`src/rtl/neurram_spi_scheduler.sv`:
```
// neurram_spi_scheduler
//   Arbitrates SPI jobs from two requesters (host wire path and on-chip
//   inference sequencer), launches each job on the shared SPI controller,
//   supervises its busy/idle handshake with bounded waits and reports the
//   completion. Only one job is ever in flight.
//
// Ports
//   clk, rst            system clock, asynchronous active-high reset
//   req_valid/req_ready per-requester handshake ([0] host, [1] sequencer)
//   req0_desc/req1_desc job descriptors {tag, extra, pipe_out, pipe_in, mult, cfg}
//   spi_trigger         one-cycle launch pulse to the SPI controller
//   spi_config .. extra_shift_cycles  job fields held from acceptance
//   spi_idle            SPI controller idle flag
//   timeout_limit       WAIT_IDLE cycle limit, 0 disables the timeout
//   done_valid/src/tag/error  completion report
//   busy                high whenever a job is in progress
//   job_count           completed jobs (including errored), wraps at 2^16
module neurram_spi_scheduler #(
  parameter int TIMEOUT_W = 24,
  parameter int BUSY_WAIT = 8
) (
  input  logic                 clk,
  input  logic                 rst,
  input  logic [1:0]           req_valid,
  output logic [1:0]           req_ready,
  input  logic [21:0]          req0_desc,
  input  logic [21:0]          req1_desc,
  output logic                 spi_trigger,
  output logic [1:0]           spi_config,
  output logic [3:0]           shift_multiplier,
  output logic [3:0]           pipe_in_steps,
  output logic [3:0]           pipe_out_steps,
  output logic [3:0]           extra_shift_cycles,
  input  logic                 spi_idle,
  input  logic [TIMEOUT_W-1:0] timeout_limit,
  output logic                 done_valid,
  output logic                 done_src,
  output logic [3:0]           done_tag,
  output logic                 done_error,
  output logic                 busy,
  output logic [15:0]          job_count
);

  typedef enum logic [2:0] {
    S_IDLE,
    S_LAUNCH,
    S_WAIT_BUSY,
    S_WAIT_IDLE,
    S_DONE
  } state_t;

  // Last WAIT_BUSY count value; reaching it means BUSY_WAIT cycles elapsed.
  localparam logic [TIMEOUT_W-1:0] BUSY_LAST = TIMEOUT_W'(BUSY_WAIT - 1);

  state_t               state, state_nx;
  logic [TIMEOUT_W-1:0] cnt, cnt_nx, cnt_inc;
  logic                 rr_ptr;    // requester favoured when both are valid
  logic                 src;       // requester of the job in flight
  logic [3:0]           tag;       // tag of the job in flight
  logic                 err_nx;
  logic                 accept;
  logic                 grant_idx;
  logic [21:0]          desc_sel;

  // Count up, sticking at all-ones so an unlimited wait never wraps.
  function automatic logic [TIMEOUT_W-1:0] sat_inc(input logic [TIMEOUT_W-1:0] v);
    return (&v) ? v : v + TIMEOUT_W'(1);
  endfunction

  always_comb begin
    state_nx  = state;
    cnt_nx    = cnt;
    err_nx    = 1'b0;
    accept    = 1'b0;
    grant_idx = 1'b0;
    req_ready = 2'b00;
    cnt_inc   = sat_inc(cnt);
    case (state)
      S_IDLE: begin
        // No grant while the controller is not idle (covers post-reset).
        if (!rst && spi_idle && (|req_valid)) begin
          accept    = 1'b1;
          grant_idx = (&req_valid) ? rr_ptr : req_valid[1];
          req_ready = grant_idx ? 2'b10 : 2'b01;
          state_nx  = S_LAUNCH;
        end
      end
      S_LAUNCH: begin
        state_nx = S_WAIT_BUSY;
        cnt_nx   = '0;
      end
      S_WAIT_BUSY: begin
        if (!spi_idle) begin
          state_nx = S_WAIT_IDLE;
          cnt_nx   = '0;
        end else if (cnt == BUSY_LAST) begin
          state_nx = S_DONE;
          err_nx   = 1'b1;
        end else begin
          cnt_nx = cnt_inc;
        end
      end
      S_WAIT_IDLE: begin
        if (spi_idle) begin
          state_nx = S_DONE;
        end else begin
          cnt_nx = cnt_inc;
          if ((timeout_limit != '0) && (cnt_inc == timeout_limit)) begin
            state_nx = S_DONE;
            err_nx   = 1'b1;
          end
        end
      end
      S_DONE:  state_nx = S_IDLE;
      default: state_nx = S_IDLE;
    endcase
    desc_sel = grant_idx ? req1_desc : req0_desc;
  end

  // Registered state and outputs; every output is cleared by reset.
  always_ff @(posedge clk or posedge rst) begin
    if (rst) begin
      state              <= S_IDLE;
      cnt                <= '0;
      rr_ptr             <= 1'b0;
      src                <= 1'b0;
      tag                <= '0;
      spi_trigger        <= 1'b0;
      spi_config         <= '0;
      shift_multiplier   <= '0;
      pipe_in_steps      <= '0;
      pipe_out_steps     <= '0;
      extra_shift_cycles <= '0;
      done_valid         <= 1'b0;
      done_src           <= 1'b0;
      done_tag           <= '0;
      done_error         <= 1'b0;
      busy               <= 1'b0;
      job_count          <= '0;
    end else begin
      state       <= state_nx;
      cnt         <= cnt_nx;
      spi_trigger <= accept;
      busy        <= (state_nx != S_IDLE);
      done_valid  <= (state_nx == S_DONE);
      if (accept) begin
        rr_ptr             <= ~grant_idx;
        src                <= grant_idx;
        tag                <= desc_sel[21:18];
        spi_config         <= desc_sel[1:0];
        shift_multiplier   <= desc_sel[5:2];
        pipe_in_steps      <= desc_sel[9:6];
        pipe_out_steps     <= desc_sel[13:10];
        extra_shift_cycles <= desc_sel[17:14];
      end
      if (state_nx == S_DONE) begin
        done_src   <= src;
        done_tag   <= tag;
        done_error <= err_nx;
        job_count  <= job_count + 16'd1;
      end
    end
  end

endmodule

```
`config.mk`:
```
export PLATFORM = sky130hd
export DESIGN_NAME = neurram_spi_scheduler
export DESIGN_NICKNAME = d
export VERILOG_FILES = /design/src/rtl/neurram_spi_scheduler.sv
export SDC_FILE = /design/constraint.sdc
export NUM_CORES = 1
export LEC_CHECK = 0
export CORE_MARGIN = 4
export CORE_UTILIZATION = 37
export CTS_BUF_LIST = sky130_fd_sc_hd__clkbuf_4 sky130_fd_sc_hd__clkbuf_8
export CTS_CLUSTER_SIZE = 20
export DETAILED_ROUTE_END_ITERATION = 6
export DONT_BUFFER_PORTS = 1
export PLACE_DENSITY_LB_ADDON = 0.25
export SYNTH_ARGS = -nofsm -noshare
export SYNTH_HDL_FRONTEND = slang
export SYNTH_SLANG_ARGS = --single-unit
export TNS_END_PERCENT = 100
```
`constraint.sdc`:
```
create_clock -name clk -period 3.41 [get_ports clk]
set_clock_uncertainty 0.2 [all_clocks]
set_input_delay 0.8525 -clock clk [delete_from_list [all_inputs] [get_ports clk]]
set_output_delay 0.8525 -clock clk [all_outputs]
set_load 0.05 [all_outputs]
```
==> results.tsv <==
metric	value	unit
Leakage	0.00265	uW
ranking of synthesized cells by area	dfrtp_1 (40%), xnor2_1 (6.0%), mux2i_1 (5.2%), nor2_1 (4.1%), a21oi_1 (3.7%)	
Final Cycle Share	105	%
area delta synth->final	25.9	%
clock latency at the later pin of the worst-skew pair	0.37	ns
Post-Route WL	14700	um
YS warnings	0	
Post-DRT Antenna Nets	0	
worst-case clock buffer depth	2	
status	complete, but fails checks	
Slew @ Worst Pin	0.630	ns
worst slew margin relative to its limit	58.0	%
type of element capturing the critical path	flip-flop	
RSZ-0062 raised after global routing	true	
Final Hold Viols	0	
htree depth	3	
area leader, netlist	dfrtp_1	
GP Congestion	0.979	
total number of vias	4315	
failing checks	setup timing	
synth unique cells	67	
Worst Path Max Fanout	7	
die area	0.0148	mm2
Mapped Avg Cell Area	9.13	um2
critical path launch point	cnt[1]	
max-slew violation count	0	
clock buffer count from CTS	9	
fraction of layout cells with a size suffix above 1	28.0	%
RR Endpoint	job_count[4]	
GRT Total Usage	19.9	%
initial antenna violation count	0	
Crit Path Class	reg2reg	
Post-DP HPWL	11100	um
Die H	122	um
Hold Crit Class	in2async	
vias per cell	5.56	
cts hold-fix bufs	0	
post-route DRC violation count	0	
# clock sinks	76	
Min Hold Slack	0.227	ns
Iteration-0 DRC Markers	271	
vias in the first global route	4376	
clock slew at reported path FFs	0.09	ns
PnR worst setup slack	-0.182	ns
Top FF cell, synth	dfrtp_1	
wire per inst	19.0	um
Setup TNS Final	-2.94	ns
largest net degree at the start of global routing	48	
reg2reg start	cnt[1]	
DR pass1 iterations	4	
Worst R2R Setup Slack	-0.18	ns
crit path to	job_count[4]	
min cycle time layout	3.59	ns
global-route wire length before repair	23000	um
Synth Cell Area	0.00479	mm2
arrival time worst endpoint	3.62	ns
Core Box Area	0.0126	mm2
maximum vdd ir drop	525	uV
IO Count	118	
Mapped Nets	599	
max cap viols	0	
Rows	41	
die width	122	um
FF-to-FF path depth	14	
Cells after Synth	524	
Power Density	614	mW/mm2
Fmax	278	MHz
Seq/Total Area, Yosys	39.7	%
total grt overflow	0	
CTS root buffer	clkbuf_8	
final design utilization	47.7	%
Finish-stage setup viols	23	
area share of the largest cell type after synthesis	39.7	%
Post-synth EDFFs	0	
register bit total from synthesis	76	
Async SR Flop Fraction	100	%
CTS tree	yes	
antenna cells	0	
I/O Buffers	0	
CP startpoint kind	flip-flop	
Critical Path RT	3.44	ns
Final #Nets	674	
starting density of the core	37.9	%
==> final cells by class <==
cell class / instances / area [um2]
Clock inverter: 4 / 55.1
Tap cell: 172 / 215
Clock buffer: 12 / 159
Multi-Input combinational cell: 400 / 2830
Timing Repair Buffer: 101 / 817
Fill cell: 1221 / 6600
Inverter: 11 / 41.3
Sequential cell: 76 / 1900
==> how the worst min path moves through the flow <==
stage / endpoint
floorplan: src
global placement: src
detailed placement: src
CTS: shift_multiplier[3]
global route: pipe_out_steps[3]
finish: rr_ptr
==> power breakdown <==
group          switching [uW]  leakage [uW]  internal, uW
sequential                833      0.000964          1120
combinational             535       0.00157           450
clock                     368      0.000107           392
total                    1740       0.00265          1960
==> through the flow <==
stage | setup WS [ns] | power (uW) | instance area, um2 | instances
finish | -0.182 | 3700 | 6020 | 776
floorplan | -0.0783 | 2570 | 4820 | 524
global route | -0.252 | 3910 | 6020 | 776
global placement | -0.236 | 2850 | 5520 | 746
detailed placement | -0.253 | 2880 | 5520 | 746
CTS | -0.194 | 3670 | 5830 | 767
==> per-layer routing <==
| layer | share of wire (%) | vias up | routed length, um | GRT usage, % |
|---|---|---|---|---|
| met4 | 3.6 | 0 | 532 | 9.73 |
| met2 | 45 | 185 | 6610 | 30.1 |
| met3 | 8.8 | 41 | 1290 | 6.17 |
| li1 | - | 2048 | - | - |
| met5 | 0 | - | 0 | 0 |
| met1 | 43 | 2041 | 6290 | 25.9 |
==> worst max-delay path: stages (launching register included) <==
cell     delay [ns]
dfrtp_1        0.42
buf_6          0.12
buf_6          0.09
nand3_4        0.09
or4_4          0.53
a41oi_4        0.25
and3_4         0.23
o22ai_2        0.07
or4_4          0.53
nor4_4         0.14
buf_4          0.18
a22o_4         0.16
buf_12         0.13
nand4_1        0.12
xnor2_1        0.18
==> kinds of logic after synthesis <==
group	count (synthesis)	synth area share, %
multiplexers	33	7.11
AND/OR/NAND/NOR	204	23.5
buffers and inverters	48	5.02
AO/OA/AOI/OAI	114	15.5
flip-flops	76	39.7
adder cells (fa/ha/maj)	2	0.523
XOR/XNOR	47	8.60
==> flip-flops by register name (all words and copies together), names as in the netlist, 2 cells and up <==
name                flops
extra_shift_cycles      4
done_tag                4
spi_config              2
pipe_out_steps          4
pipe_in_steps           4
cnt                    24
shift_multiplier        4
state                   3
job_count              16
tag                     4
==> repair_timing <==
item,in CTS,in global routing
gates resized for setup,12,24
setup buffers,4,9
gates cloned,1,1
setup endpoints to repair,23,39
pin swaps,5,18
==> cell usage in the layout (no fill, tap or decap), types with 11 or more instances in the layout <==
cell type | synthesis | final
a21oi_1 | 35 | 35
buf_4 | 6 | 92
clkbuf_8 | 0 | 11
dfrtp_1 | 76 | 74
mux2i_1 | 25 | 25
nand2_1 | 44 | 43
nand3_1 | 19 | 16
nand4_1 | 17 | 17
nor2_1 | 52 | 49
nor4_1 | 12 | 11
o21ai_0 | 29 | 27
xnor2_1 | 33 | 31
xor2_1 | 14 | 14
==> cell usage after synthesis, drive strengths merged, types with 2 or more instances <==
master	n
a22o	6
nand2b	5
nor3b	2
or2	2
or4	7
or3	7
nand3	20
o2111ai	2
xnor2	33
nor3	7
nor4	15
o211ai	5
dfrtp	76
and2	9
o31ai	5
ha	2
a21oi	36
and3	9
clkbuf	16
xor2	14
nor2	52
buf	21
o21ai	31
nand4	19
nand2	45
a31oi	4
a21o	3
a311oi	4
inv	11
a31o	2
and4	2
a41oi	3
o41ai	4
mux2i	25
mux2	8
Power figures use the tool's default switching activity.
